## src/rtl/ysyx_25060170_lsu_if.sv

```systemverilog
// ----------------------------------------------------------------------------
// ysyx_25060170_lsu_if
//   Bundles every handshake and bus signal of the load/store unit:
//     - EXU -> LSU op channel : in_valid/in_ready, in_addr, in_wdata,
//                               in_ren, in_wen, in_funct3
//     - LSU -> WBU result     : out_valid/out_ready, out_data, out_err
//     - LSU <-> memory bus    : mem_req, mem_we, mem_addr, mem_wdata,
//                               mem_wstrb, mem_gnt, mem_rvalid, mem_rdata,
//                               mem_rerr
//   Modports:
//     slave  : the LSU itself (consumes ops, drives results and bus requests)
//     master : the surrounding pipeline / bus model driving the LSU
// ----------------------------------------------------------------------------
interface ysyx_25060170_lsu_if;
    logic        in_valid;
    logic        in_ready;
    logic [31:0] in_addr;
    logic [31:0] in_wdata;
    logic        in_ren;
    logic        in_wen;
    logic [2:0]  in_funct3;

    logic        out_valid;
    logic        out_ready;
    logic [31:0] out_data;
    logic        out_err;

    logic        mem_req;
    logic        mem_we;
    logic [31:0] mem_addr;
    logic [31:0] mem_wdata;
    logic [3:0]  mem_wstrb;
    logic        mem_gnt;
    logic        mem_rvalid;
    logic [31:0] mem_rdata;
    logic        mem_rerr;

    modport slave (
        input  in_valid, in_addr, in_wdata, in_ren, in_wen, in_funct3,
        output in_ready,
        output out_valid, out_data, out_err,
        input  out_ready,
        output mem_req, mem_we, mem_addr, mem_wdata, mem_wstrb,
        input  mem_gnt, mem_rvalid, mem_rdata, mem_rerr
    );

    modport master (
        output in_valid, in_addr, in_wdata, in_ren, in_wen, in_funct3,
        input  in_ready,
        input  out_valid, out_data, out_err,
        output out_ready,
        input  mem_req, mem_we, mem_addr, mem_wdata, mem_wstrb,
        output mem_gnt, mem_rvalid, mem_rdata, mem_rerr
    );
endinterface

```

## src/rtl/ysyx_25060170_lsu.sv

```systemverilog
// ----------------------------------------------------------------------------
// ysyx_25060170_lsu
//   Load/store unit between EXU and WBU. Accepts one op at a time, rejects
//   illegal or misaligned memory ops without touching the bus, issues a
//   single request/response bus access otherwise, formats load data, and
//   aborts any access that spends TIMEOUT cycles in REQ+WAIT.
//
//   Parameters:
//     TIMEOUT : max cycles in REQ+WAIT before abort (2..65535)
//   Ports:
//     clk   : single clock, rising edge
//     rst_n : asynchronous active-low reset
//     bus   : ysyx_25060170_lsu_if.slave (op in, result out, memory bus)
// ----------------------------------------------------------------------------
module ysyx_25060170_lsu #(
    parameter int unsigned TIMEOUT = 255
) (
    input  logic                      clk,
    input  logic                      rst_n,
    ysyx_25060170_lsu_if.slave        bus
);

    localparam logic [15:0] TMO_LAST = 16'(TIMEOUT - 1);

    typedef enum logic [1:0] {
        S_IDLE,
        S_REQ,
        S_WAIT,
        S_DONE
    } state_t;

    state_t      r_state;
    state_t      w_next;

    // Op fields captured at accept time
    logic [31:0] r_addr;
    logic        r_wen;
    logic [2:0]  r_funct3;
    logic [31:0] r_mem_wdata;
    logic [3:0]  r_mem_wstrb;

    logic [15:0] r_tmo;
    logic [31:0] r_out_data;
    logic        r_out_err;

    logic        w_accept;
    logic        w_is_mem;
    logic        w_bad;
    logic        w_f3_load_ok;
    logic        w_f3_store_ok;
    logic        w_misaligned;
    logic [3:0]  w_st_wstrb;
    logic [31:0] w_st_wdata;
    logic [7:0]  w_ld_byte;
    logic [15:0] w_ld_half;
    logic [31:0] w_ld_fmt;

    logic        w_tmo_clr;
    logic        w_tmo_inc;
    logic        w_out_load;
    logic [31:0] w_out_data_d;
    logic        w_out_err_d;

    // ------------------------------------------------------------------
    // Decode of the incoming op (valid only while presented in IDLE)
    // ------------------------------------------------------------------
    assign w_accept = (r_state == S_IDLE) && bus.in_valid;
    assign w_is_mem = bus.in_ren || bus.in_wen;

    always_comb begin
        w_f3_load_ok  = 1'b0;
        w_f3_store_ok = 1'b0;
        case (bus.in_funct3)
            3'b000, 3'b001, 3'b010: begin
                w_f3_load_ok  = 1'b1;
                w_f3_store_ok = 1'b1;
            end
            3'b100, 3'b101: w_f3_load_ok = 1'b1;
            default: ;
        endcase
    end

    // funct3[1:0] encodes the access size for both loads and stores
    always_comb begin
        w_misaligned = 1'b0;
        case (bus.in_funct3[1:0])
            2'b01:   w_misaligned = bus.in_addr[0];
            2'b10:   w_misaligned = (bus.in_addr[1:0] != 2'b00);
            default: w_misaligned = 1'b0;
        endcase
    end

    assign w_bad = (bus.in_ren && bus.in_wen)
                || (bus.in_ren && !w_f3_load_ok)
                || (bus.in_wen && !w_f3_store_ok)
                || w_misaligned;

    // Store lane strobes and replicated data; reads keep a zero strobe
    always_comb begin
        w_st_wstrb = '0;
        w_st_wdata = bus.in_wdata;
        case (bus.in_funct3[1:0])
            2'b00: begin
                w_st_wstrb = 4'b0001 << bus.in_addr[1:0];
                w_st_wdata = {4{bus.in_wdata[7:0]}};
            end
            2'b01: begin
                w_st_wstrb = bus.in_addr[1] ? 4'b1100 : 4'b0011;
                w_st_wdata = {2{bus.in_wdata[15:0]}};
            end
            2'b10: w_st_wstrb = 4'b1111;
            default: w_st_wstrb = '0;
        endcase
        if (!bus.in_wen) begin
            w_st_wstrb = '0;
        end
    end

    // ------------------------------------------------------------------
    // Load formatting from the returned bus word
    // ------------------------------------------------------------------
    always_comb begin
        case (r_addr[1:0])
            2'b00:   w_ld_byte = bus.mem_rdata[7:0];
            2'b01:   w_ld_byte = bus.mem_rdata[15:8];
            2'b10:   w_ld_byte = bus.mem_rdata[23:16];
            default: w_ld_byte = bus.mem_rdata[31:24];
        endcase
    end

    assign w_ld_half = r_addr[1] ? bus.mem_rdata[31:16] : bus.mem_rdata[15:0];

    always_comb begin
        case (r_funct3)
            3'b000:  w_ld_fmt = {{24{w_ld_byte[7]}}, w_ld_byte};
            3'b100:  w_ld_fmt = {24'd0, w_ld_byte};
            3'b001:  w_ld_fmt = {{16{w_ld_half[15]}}, w_ld_half};
            3'b101:  w_ld_fmt = {16'd0, w_ld_half};
            3'b010:  w_ld_fmt = bus.mem_rdata;
            default: w_ld_fmt = '0;
        endcase
    end

    // ------------------------------------------------------------------
    // Next-state and datapath control
    // ------------------------------------------------------------------
    always_comb begin
        w_next       = r_state;
        w_tmo_clr    = 1'b0;
        w_tmo_inc    = 1'b0;
        w_out_load   = 1'b0;
        w_out_data_d = '0;
        w_out_err_d  = 1'b0;

        case (r_state)
            S_IDLE: begin
                if (bus.in_valid) begin
                    if (!w_is_mem) begin
                        w_next       = S_DONE;
                        w_out_load   = 1'b1;
                        w_out_data_d = bus.in_addr;
                    end else if (w_bad) begin
                        w_next      = S_DONE;
                        w_out_load  = 1'b1;
                        w_out_err_d = 1'b1;
                    end else begin
                        w_next    = S_REQ;
                        w_tmo_clr = 1'b1;
                    end
                end
            end

            // The timeout check wins over a grant in the same cycle, so
            // the request never outlives its cycle budget.
            S_REQ: begin
                if (r_tmo == TMO_LAST) begin
                    w_next      = S_DONE;
                    w_out_load  = 1'b1;
                    w_out_err_d = 1'b1;
                end else begin
                    w_tmo_inc = 1'b1;
                    if (bus.mem_gnt) begin
                        w_next = S_WAIT;
                    end
                end
            end

            // A response in the last allowed cycle still completes.
            S_WAIT: begin
                if (bus.mem_rvalid) begin
                    w_next      = S_DONE;
                    w_out_load  = 1'b1;
                    w_out_err_d = bus.mem_rerr;
                    if (!bus.mem_rerr && !r_wen) begin
                        w_out_data_d = w_ld_fmt;
                    end
                end else if (r_tmo == TMO_LAST) begin
                    w_next      = S_DONE;
                    w_out_load  = 1'b1;
                    w_out_err_d = 1'b1;
                end else begin
                    w_tmo_inc = 1'b1;
                end
            end

            S_DONE: begin
                if (bus.out_ready) begin
                    w_next = S_IDLE;
                end
            end

            default: w_next = S_IDLE;
        endcase
    end

    // ------------------------------------------------------------------
    // State and data registers
    // ------------------------------------------------------------------
    always_ff @(posedge clk or negedge rst_n) begin
        if (!rst_n) begin
            r_state     <= S_IDLE;
            r_addr      <= '0;
            r_wen       <= 1'b0;
            r_funct3    <= '0;
            r_mem_wdata <= '0;
            r_mem_wstrb <= '0;
            r_tmo       <= '0;
            r_out_data  <= '0;
            r_out_err   <= 1'b0;
        end else begin
            r_state <= w_next;

            if (w_accept) begin
                r_addr      <= bus.in_addr;
                r_wen       <= bus.in_wen;
                r_funct3    <= bus.in_funct3;
                r_mem_wdata <= w_st_wdata;
                r_mem_wstrb <= w_st_wstrb;
            end

            if (w_tmo_clr) begin
                r_tmo <= '0;
            end else if (w_tmo_inc) begin
                r_tmo <= r_tmo + 16'd1;
            end

            if (w_out_load) begin
                r_out_data <= w_out_data_d;
                r_out_err  <= w_out_err_d;
            end
        end
    end

    // ------------------------------------------------------------------
    // Outputs
    // ------------------------------------------------------------------
    assign bus.in_ready  = (r_state == S_IDLE);
    assign bus.out_valid = (r_state == S_DONE);
    assign bus.out_data  = r_out_data;
    assign bus.out_err   = r_out_err;

    assign bus.mem_req   = (r_state == S_REQ);
    assign bus.mem_we    = r_wen;
    assign bus.mem_addr  = {r_addr[31:2], 2'b00};
    assign bus.mem_wdata = r_mem_wdata;
    assign bus.mem_wstrb = r_mem_wstrb;

endmodule

```

## src/flat_wrapper.sv

```systemverilog
// flat-port wrapper written by rule: the top's interface ports become plain ports
module ysyx_25060170_lsu_flat 
#(
    parameter int unsigned TIMEOUT = 255
)
  (clk, rst_n, bus_in_valid, bus_in_addr, bus_in_wdata, bus_in_ren, bus_in_wen, bus_in_funct3, bus_in_ready, bus_out_valid, bus_out_data, bus_out_err, bus_out_ready, bus_mem_req, bus_mem_we, bus_mem_addr, bus_mem_wdata, bus_mem_wstrb, bus_mem_gnt, bus_mem_rvalid, bus_mem_rdata, bus_mem_rerr);
  ysyx_25060170_lsu_if bus_i ();
  input  logic clk;
  input  logic rst_n;
  input wire logic [$bits(bus_i.in_valid)-1:0] bus_in_valid;
  input wire logic [$bits(bus_i.in_addr)-1:0] bus_in_addr;
  input wire logic [$bits(bus_i.in_wdata)-1:0] bus_in_wdata;
  input wire logic [$bits(bus_i.in_ren)-1:0] bus_in_ren;
  input wire logic [$bits(bus_i.in_wen)-1:0] bus_in_wen;
  input wire logic [$bits(bus_i.in_funct3)-1:0] bus_in_funct3;
  output wire logic [$bits(bus_i.in_ready)-1:0] bus_in_ready;
  output wire logic [$bits(bus_i.out_valid)-1:0] bus_out_valid;
  output wire logic [$bits(bus_i.out_data)-1:0] bus_out_data;
  output wire logic [$bits(bus_i.out_err)-1:0] bus_out_err;
  input wire logic [$bits(bus_i.out_ready)-1:0] bus_out_ready;
  output wire logic [$bits(bus_i.mem_req)-1:0] bus_mem_req;
  output wire logic [$bits(bus_i.mem_we)-1:0] bus_mem_we;
  output wire logic [$bits(bus_i.mem_addr)-1:0] bus_mem_addr;
  output wire logic [$bits(bus_i.mem_wdata)-1:0] bus_mem_wdata;
  output wire logic [$bits(bus_i.mem_wstrb)-1:0] bus_mem_wstrb;
  input wire logic [$bits(bus_i.mem_gnt)-1:0] bus_mem_gnt;
  input wire logic [$bits(bus_i.mem_rvalid)-1:0] bus_mem_rvalid;
  input wire logic [$bits(bus_i.mem_rdata)-1:0] bus_mem_rdata;
  input wire logic [$bits(bus_i.mem_rerr)-1:0] bus_mem_rerr;
  assign bus_i.in_valid = bus_in_valid;
  assign bus_i.in_addr = bus_in_addr;
  assign bus_i.in_wdata = bus_in_wdata;
  assign bus_i.in_ren = bus_in_ren;
  assign bus_i.in_wen = bus_in_wen;
  assign bus_i.in_funct3 = bus_in_funct3;
  assign bus_in_ready = bus_i.in_ready;
  assign bus_out_valid = bus_i.out_valid;
  assign bus_out_data = bus_i.out_data;
  assign bus_out_err = bus_i.out_err;
  assign bus_i.out_ready = bus_out_ready;
  assign bus_mem_req = bus_i.mem_req;
  assign bus_mem_we = bus_i.mem_we;
  assign bus_mem_addr = bus_i.mem_addr;
  assign bus_mem_wdata = bus_i.mem_wdata;
  assign bus_mem_wstrb = bus_i.mem_wstrb;
  assign bus_i.mem_gnt = bus_mem_gnt;
  assign bus_i.mem_rvalid = bus_mem_rvalid;
  assign bus_i.mem_rdata = bus_mem_rdata;
  assign bus_i.mem_rerr = bus_mem_rerr;
  ysyx_25060170_lsu #(.TIMEOUT(TIMEOUT)) u_core (.clk(clk), .rst_n(rst_n), .bus(bus_i));
endmodule
```

## config.mk

```make
export PLATFORM = sky130hd
export DESIGN_NAME = ysyx_25060170_lsu_flat
export DESIGN_NICKNAME = d
export VERILOG_FILES = /design/src/rtl/ysyx_25060170_lsu_if.sv /design/src/rtl/ysyx_25060170_lsu.sv /design/src/flat_wrapper.sv
export SDC_FILE = /design/constraint.sdc
export NUM_CORES = 1
export LEC_CHECK = 0
export ABC_AREA = 1
export CAP_MARGIN = 20
export CORE_MARGIN = 2
export CORE_UTILIZATION = 44
export DETAILED_ROUTE_END_ITERATION = 16
export GPL_ROUTABILITY_DRIVEN = 0
export PLACE_DENSITY = 0.78
export SLEW_MARGIN = 10
export SYNTH_ARGS = -nofsm -noshare
export SYNTH_HDL_FRONTEND = slang
export SYNTH_SLANG_ARGS = --single-unit
```

## constraint.sdc

```tcl
create_clock -name clk -period 2 [get_ports clk]
set_clock_uncertainty 0.15 [all_clocks]
set_input_delay 0.2 -clock clk [delete_from_list [all_inputs] [get_ports clk]]
set_output_delay 0.2 -clock clk [all_outputs]
set_load 0.005 [all_outputs]
```

==> results.sh, run 1 <==
export IMPL_status="finished, final reports clean"
export IMPL_die_w_um=134
export IMPL_setup_ws_ns=0.0638
export IMPL_syn_to_final_growth_pct=41.9
export IMPL_synth_main_ff_cell="dfrtp_1"
export IMPL_r2r_cells=12
export IMPL_ioPinCount=213
export IMPL_cp_end_kind="output pin"
export IMPL_endpoint="bus_in_ready"
export IMPL_ctsHtreeMaxLevel=4
export IMPL_start_util_pct=44.9
export IMPL_antenna_found_initial=0
export IMPL_stdcell_area_sq_mm=0.0105
export IMPL_syn_area_per_cell_sq_um=6.91
export IMPL_post_route_util_pct=63.7
export IMPL_drtIter0Drc=879
export IMPL_fin_crit_sh_pct=96.8
export IMPL_drc=0
export IMPL_synth_cell_types=35
export IMPL_yosys_warnings=0
export IMPL_nNetsFinal=1392
export IMPL_drt_total_wl_um=22900
export IMPL_ys_seq_area_share_pct=41.5
export IMPL_grt_pass1_wl_um=36700
export IMPL_critical_path_required_ns=1.65
export IMPL_r2r_setup_slack_ns=0.09
export IMPL_numCtsBuffers=17
export IMPL_setup_viol=0
export IMPL_grt_total_usage_pct=25.8
export IMPL_relSlewSlack_pct=62.7
export IMPL_async_reset_ff_share_pct=100
export IMPL_power_leakage_nw=5.31
export IMPL_worstReg2RegStart="u_core.r_tmo[0]"
export IMPL_max_freq_ghz=0.516
export IMPL_reg2reg_to="u_core.bus.out_data[18]"
export IMPL_wl_per_cell_um=15.2
export IMPL_critPathMaxFanout=3
export IMPL_rows=47
export IMPL_cts_clk_slew_worst_paths_ns=0.06
export IMPL_hold_path_class="in -> reg"
export IMPL_place_inst=1468
export IMPL_whs_ns=0.0516
export IMPL_cts_tree="done"
export IMPL_insertion_delay_ns=0.42
export IMPL_via_per_inst=5.11
export IMPL_coreArea_sq_mm=0.0165
export IMPL_maxSlewViolCount=0
export IMPL_finalNonFillerCells=1507
export IMPL_overflow=0
export IMPL_clockBufferDepth=2
export IMPL_grt_pass1_vias=7275
export IMPL_dpl_cell_area_sq_mm=0.00975
export IMPL_worst_slew_pin_slew_ns=0.559
export IMPL_worstSetupPathType="reg -> out"
export IMPL_die_h_um=134
export IMPL_drive_above_1_share_pct=9.01
export IMPL_ir_drop_mv=0.893
export IMPL_critPathLaunchType="flip-flop"
export IMPL_worstSetupStartpoint="u_core.r_state[1]"
export IMPL_ctsRootBufferMaster="clkbuf_16"
export IMPL_p_per_area_mw_per_mm2=1320
export IMPL_port_buffers=210
export IMPL_drtAntennaViolNets=0
export IMPL_synth_enable_flop_cells=0
export IMPL_antenna_cells=0
export IMPL_hold_viol_final=0
export IMPL_dieArea_sq_mm=0.0179
export IMPL_grt_max_degree=44
export IMPL_vias=7708
export IMPL_cts_sinks=123
export IMPL_synth_seq_cells=123
export IMPL_maxCapViolCount=0
export IMPL_drt_first_pass_iters=5
export IMPL_syn_area_sq_mm=0.00742
export IMPL_dp_hpwl_um=16700
export IMPL_period_needed_ns=1.94
export IMPL_critPathArrivalTime_ns=1.59
export IMPL_postSynthCellCount=1073
export IMPL_preCtsSetupSlack_ns=-0.260
[per-stage QoR]
stage / TNS [ns] / power, mW
2_1_floorplan: 0 / 7.68
3_3_place_gp: -8.24 / 10.3
3_5_place_dp: -11.75 / 10.4
4_1_cts: 0 / 13.9
5_1_grt: -0.00835 / 15.0
6_report: 0 / 13.9
[layer usage]
layer | share of wire [%] | vias to the layer above | track usage (%)
met5 | 0 | - | 0
met4 | 2.6 | 0 | 8.87
met3 | 9.5 | 53 | 6.76
met2 | 45 | 370 | 40.4
met1 | 43 | 3518 | 35.0
li1 | - | 3767 | -
[where the power goes]
part | internal (mW) | switching (mW)
sequential | 3.42 | 0.653
combinational | 3.19 | 3.35
clock | 2.13 | 1.18
[critical path, stage by stage (launching register included)]
cell and delay [ns]:
dfrtp_1 0.37, inv_2 0.07, buf_4 0.14, ha_4 0.17, buf_4 0.14, dlygate4sd2_1 0.27
[worst min-delay path by stage]
| stage | start | endpoint | slack, ns | cells after the start |
|---|---|---|---|---|
| 2_1_floorplan | rst_n | u_core.bus.mem_wdata[0] | -0.25 | 0 |
| 3_3_place_gp | rst_n | u_core.r_addr[9] | 0.07 | 1 |
| 3_5_place_dp | rst_n | u_core.r_addr[2] | 0.07 | 1 |
| 4_1_cts | rst_n | u_core.r_addr[2] | 0.17 | 2 |
| 5_1_grt | bus_in_funct3[0] | u_core.r_funct3[0] | 0.07 | 3 |
| 6_report | bus_in_funct3[0] | u_core.r_funct3[0] | 0.05 | 3 |
[sequential cells by signal (all words and copies together) (netlist names)]
name / cells
u_core.bus.out_err: 1
u_core.r_funct3: 3
u_core.bus.mem_wdata: 32
u_core.bus.mem_wstrb: 4
u_core.bus.mem_we: 1
u_core.r_tmo: 16
u_core.bus.out_data: 32
u_core.r_state: 2
u_core.r_addr: 32
[layout make-up]
type | count | area [sq um]
flip-flops and latches | 123 | 3080
multi-input cells | 790 | 3600
repair buffers | 264 | 2640
clock inverters | 12 | 189
clock buffers | 20 | 447
inverters | 78 | 297
fillers | 1430 | 6000
well taps | 220 | 275
[Yosys cell counts, drive strengths merged (8+ instances only)]
master | n | area share [%]
nand2 | 465 | 24
dfrtp | 123 | 42
nand3 | 96 | 6.8
o21ai | 85 | 5.7
inv | 75 | 3.8
buf | 60 | 5.7
nor2 | 59 | 3.3
a21oi | 33 | 2.2
clkbuf | 23 | 1.2
ha | 10 | 1.7
xor2 | 9 | 1.1
a31oi | 8 | 0.67
[logic make-up after synthesis]
group | Yosys count | share of synthesized area [%]
other | 1 | 0.0506
DFF | 123 | 41.5
adders and majority gates | 10 | 1.69
xor gates and xnor gates | 11 | 1.30
buffers and inverters | 161 | 10.8
and+or+nand+nor | 636 | 35.4
AOI/OAI and AO/OA | 131 | 9.20
[layout by cell type, fill, tap and decap left out, types with 2 or more instances in the layout]
cell / instances
a31oi_1: 8
o21ai_1: 4
conb_1: 2
buf_4: 44
nand3b_1: 2
clkinvlp_4: 2
ha_1: 7
o21ai_0: 81
nand2_1: 455
buf_12: 9
dlygate4sd2_1: 2
inv_2: 6
inv_1: 69
nand2_2: 7
xor2_1: 9
clkbuf_1: 2
clkbuf_16: 18
ha_4: 2
dlymetal6s2s_1: 2
o211ai_1: 3
nand3_2: 2
nor2_1: 54
clkinv_4: 6
nor3_1: 5
clkinv_1: 2
a21oi_1: 33
clkdlybuf4s50_1: 205
nand3_1: 93
nor2_4: 4
nand2_4: 3
xnor2_1: 2
nand4_1: 6
bufinv_16: 4
dfrtp_1: 122
[what timing repair did]
item / in CTS / in global routing
gates cloned: 0 / 1
buffers inserted: 1 / 4
hold endpoints to repair: 34 / 0
pin swaps: 0 / 2
setup endpoints to repair: 3 / 31
hold buffers: 1 / 0
resized for setup: 8 / 10
No activity file was read; power rests on OpenSTA's default activity.
==> inputs of run 2 (changes only) <==
--- a/config.mk
+++ b/config.mk
@@ -8,10 +8,11 @@
 export ABC_AREA = 1
 export CAP_MARGIN = 20
 export CORE_MARGIN = 2
-export CORE_UTILIZATION = 44
+export CORE_UTILIZATION = 45
+export CTS_BUF_LIST = sky130_fd_sc_hd__clkbuf_4
 export DETAILED_ROUTE_END_ITERATION = 16
 export GPL_ROUTABILITY_DRIVEN = 0
-export PLACE_DENSITY = 0.78
+export PLACE_DENSITY = 0.79
 export SLEW_MARGIN = 10
 export SYNTH_ARGS = -nofsm -noshare
 export SYNTH_HDL_FRONTEND = slang
==> results.sh, run 2 (synthesis results as in run 1) <==
export IMPL_cts_clk_slew_worst_paths_ns=0.14
export IMPL_hold_path_class="in -> async"
export IMPL_grt_pass1_vias=7385
export IMPL_setup_tns_ns=0
export IMPL_vias=7757
export IMPL_drt_total_wl_um=23000
export IMPL_dp_hpwl_um=16700
export IMPL_period_needed_ns=1.95
export IMPL_ctsRootBufferMaster="clkbuf_4"
export IMPL_slowest_stage="dfrtp_2"
export IMPL_antenna_found_initial=0
export IMPL_worst_slew_pin_slew_ns=0.628
export IMPL_drive_above_1_share_pct=10.3
export IMPL_fin_crit_sh_pct=97.5
export IMPL_dieArea_sq_mm=0.0175
export IMPL_critPathArrivalTime_ns=2.28
export IMPL_whs_ns=0.0626
export IMPL_status="finished, final reports clean"
export IMPL_ctsHtreeMaxLevel=4
export IMPL_path_buf_inv=5
export IMPL_grt_total_usage_pct=25.8
export IMPL_maxCapViolCount=0
export IMPL_stdcell_area_sq_mm=0.0102
export IMPL_maxSlewViolCount=0
export IMPL_port_buffers=210
export IMPL_drtIter0Drc=822
export IMPL_setup_ws_ns=0.0504
export IMPL_layout_commonest_cell="nand2_1"
export IMPL_multi_input_comb_area_sq_mm=0.00362
export IMPL_place_inst=1464
export IMPL_overflow=0
export IMPL_syn_to_final_growth_pct=38.2
export IMPL_cts_sinks=123
export IMPL_p_per_area_mw_per_mm2=1220
export IMPL_cp_end_kind="flip-flop"
export IMPL_clockBufferDepth=2
export IMPL_setup_viol=0
export IMPL_drc=0
export IMPL_preCtsSetupSlack_ns=-0.272
export IMPL_relSlewSlack_pct=58.1
export IMPL_power_leakage_nw=5.15
export IMPL_insertion_delay_ns=0.53
export IMPL_numCtsBuffers=17
export IMPL_gr_usage_met3_pct=7.04
export IMPL_drt_first_pass_iters=5
export IMPL_start_util_pct=46.3
export IMPL_path_cells="inv_2 > buf_4 > ha_4 > inv_4 > nor4_4 > buf_4 > clkbuf_16 > nand2_1 > nand2_1 > nand3_1 > nand2_1"
export IMPL_crit_top_cell="nand2_1"
export IMPL_ir_drop_mv=0.681
export IMPL_critical_path_required_ns=2.33
export IMPL_die_w_um=132
export IMPL_critPathLaunchType="flip-flop"
export IMPL_total_power_mw=12.5
export IMPL_rows=46
export IMPL_busiest_layer="met2"
export IMPL_final_cell_mix="nand2_1 (455), clkdlybuf4s50_1 (206), dfrtp_1 (121)"
export IMPL_critPathTopFamily="buffers and inverters"
export IMPL_regArea_sq_mm=0.00308
export IMPL_grt_max_degree=92
export IMPL_max_freq_ghz=0.513
export IMPL_critPathMaxFanout=16
export IMPL_grtUsageMet1_pct=34.9
export IMPL_dpl_cell_area_sq_mm=0.00976
export IMPL_drtAntennaViolNets=0
export IMPL_cts_tree="done"
export IMPL_nNetsFinal=1400
export IMPL_via_per_inst=5.13
export IMPL_hold_viol_final=0
export IMPL_cpPeakStageDelay_ns=0.45
export IMPL_post_route_util_pct=64.1
export IMPL_n_fill_cell=1433
export IMPL_ioPinCount=213
export IMPL_die_h_um=132
export IMPL_worstSetupPathType="reg -> reg"
export IMPL_coreArea_sq_mm=0.0160
export IMPL_use_met2_pct=40.2
export IMPL_finalNonFillerCells=1512
export IMPL_grt_pass1_wl_um=36500
export IMPL_wl_per_cell_um=15.2
==> run 2: cell types whose count changed in the layout (fill, tap and decap cells not counted), sizes merged, moves of 2 or more <==
cell	previous run	this run
clkinv	8	6
inv	76	80
dlymetal6s2s	2	0
buf	53	60
bufinv	4	1
clkinvlp	2	6
==> run 2: worst register-to-register path: cells and delay by family, from the launching register on <==
family                   cells  cell delay (ns)
adder cells (fa/ha/maj)      1             0.16
buffers and inverters        5             0.64
flip-flops                   1             0.45
AND/OR/NAND/NOR              5             0.50
==> run 2: worst paths after layout <==
kind | start | endpoint | slack, ns | depth (start not counted)
min in group clk | bus_in_addr[17] | u_core.r_addr[17] | 0.07 | 3
min reg2reg | u_core.bus.out_data[30] | u_core.bus.out_data[30] | 0.33 | 2
max | u_core.r_state[0] | u_core.bus.out_data[22] | 0.05 | 11
min | rst_n | u_core.bus.out_data[17] | 0.06 | 2
max in group asynchronous | rst_n | u_core.bus.out_data[27] | 0.99 | 3
max reg2reg | u_core.r_state[0] | u_core.bus.out_data[22] | 0.05 | 11
==> run 2: final cells by class <==
class	instances	share of cell area, %
Multi-Input combinational cell	790	35.3
Tap cell	216	2.64
Inverter	78	2.92
Timing Repair Buffer	272	26.5
Sequential cell	123	30.1
Antenna cell	1	0.0244
Clock buffer	17	1.25
Clock inverter	15	1.36
==> run 2: routing by layer <==
layer | vias to the layer above | share of wire, %
met5 | - | 0
li1 | 3789 | -
met3 | 48 | 9.2
met2 | 365 | 45
met4 | 0 | 2.3
met1 | 3555 | 43
==> run 2: repair_timing <==
item | 4_1_cts | 5_1_grt
setup endpoints to repair | 3 | 50
hold buffers | 1 | 0
pin swaps | 2 | 3
gates cloned | 0 | 3
hold endpoints to repair | 123 | 0
setup buffers | 6 | 5
resized for setup | 14 | 17
==> run 2: where the power goes <==
| part | internal (mW) | switching (mW) |
|---|---|---|
| clock network | 0.632 | 1.08 |
| logic | 3.29 | 3.44 |
| registers | 3.41 | 0.644 |
| total | 7.34 | 5.16 |
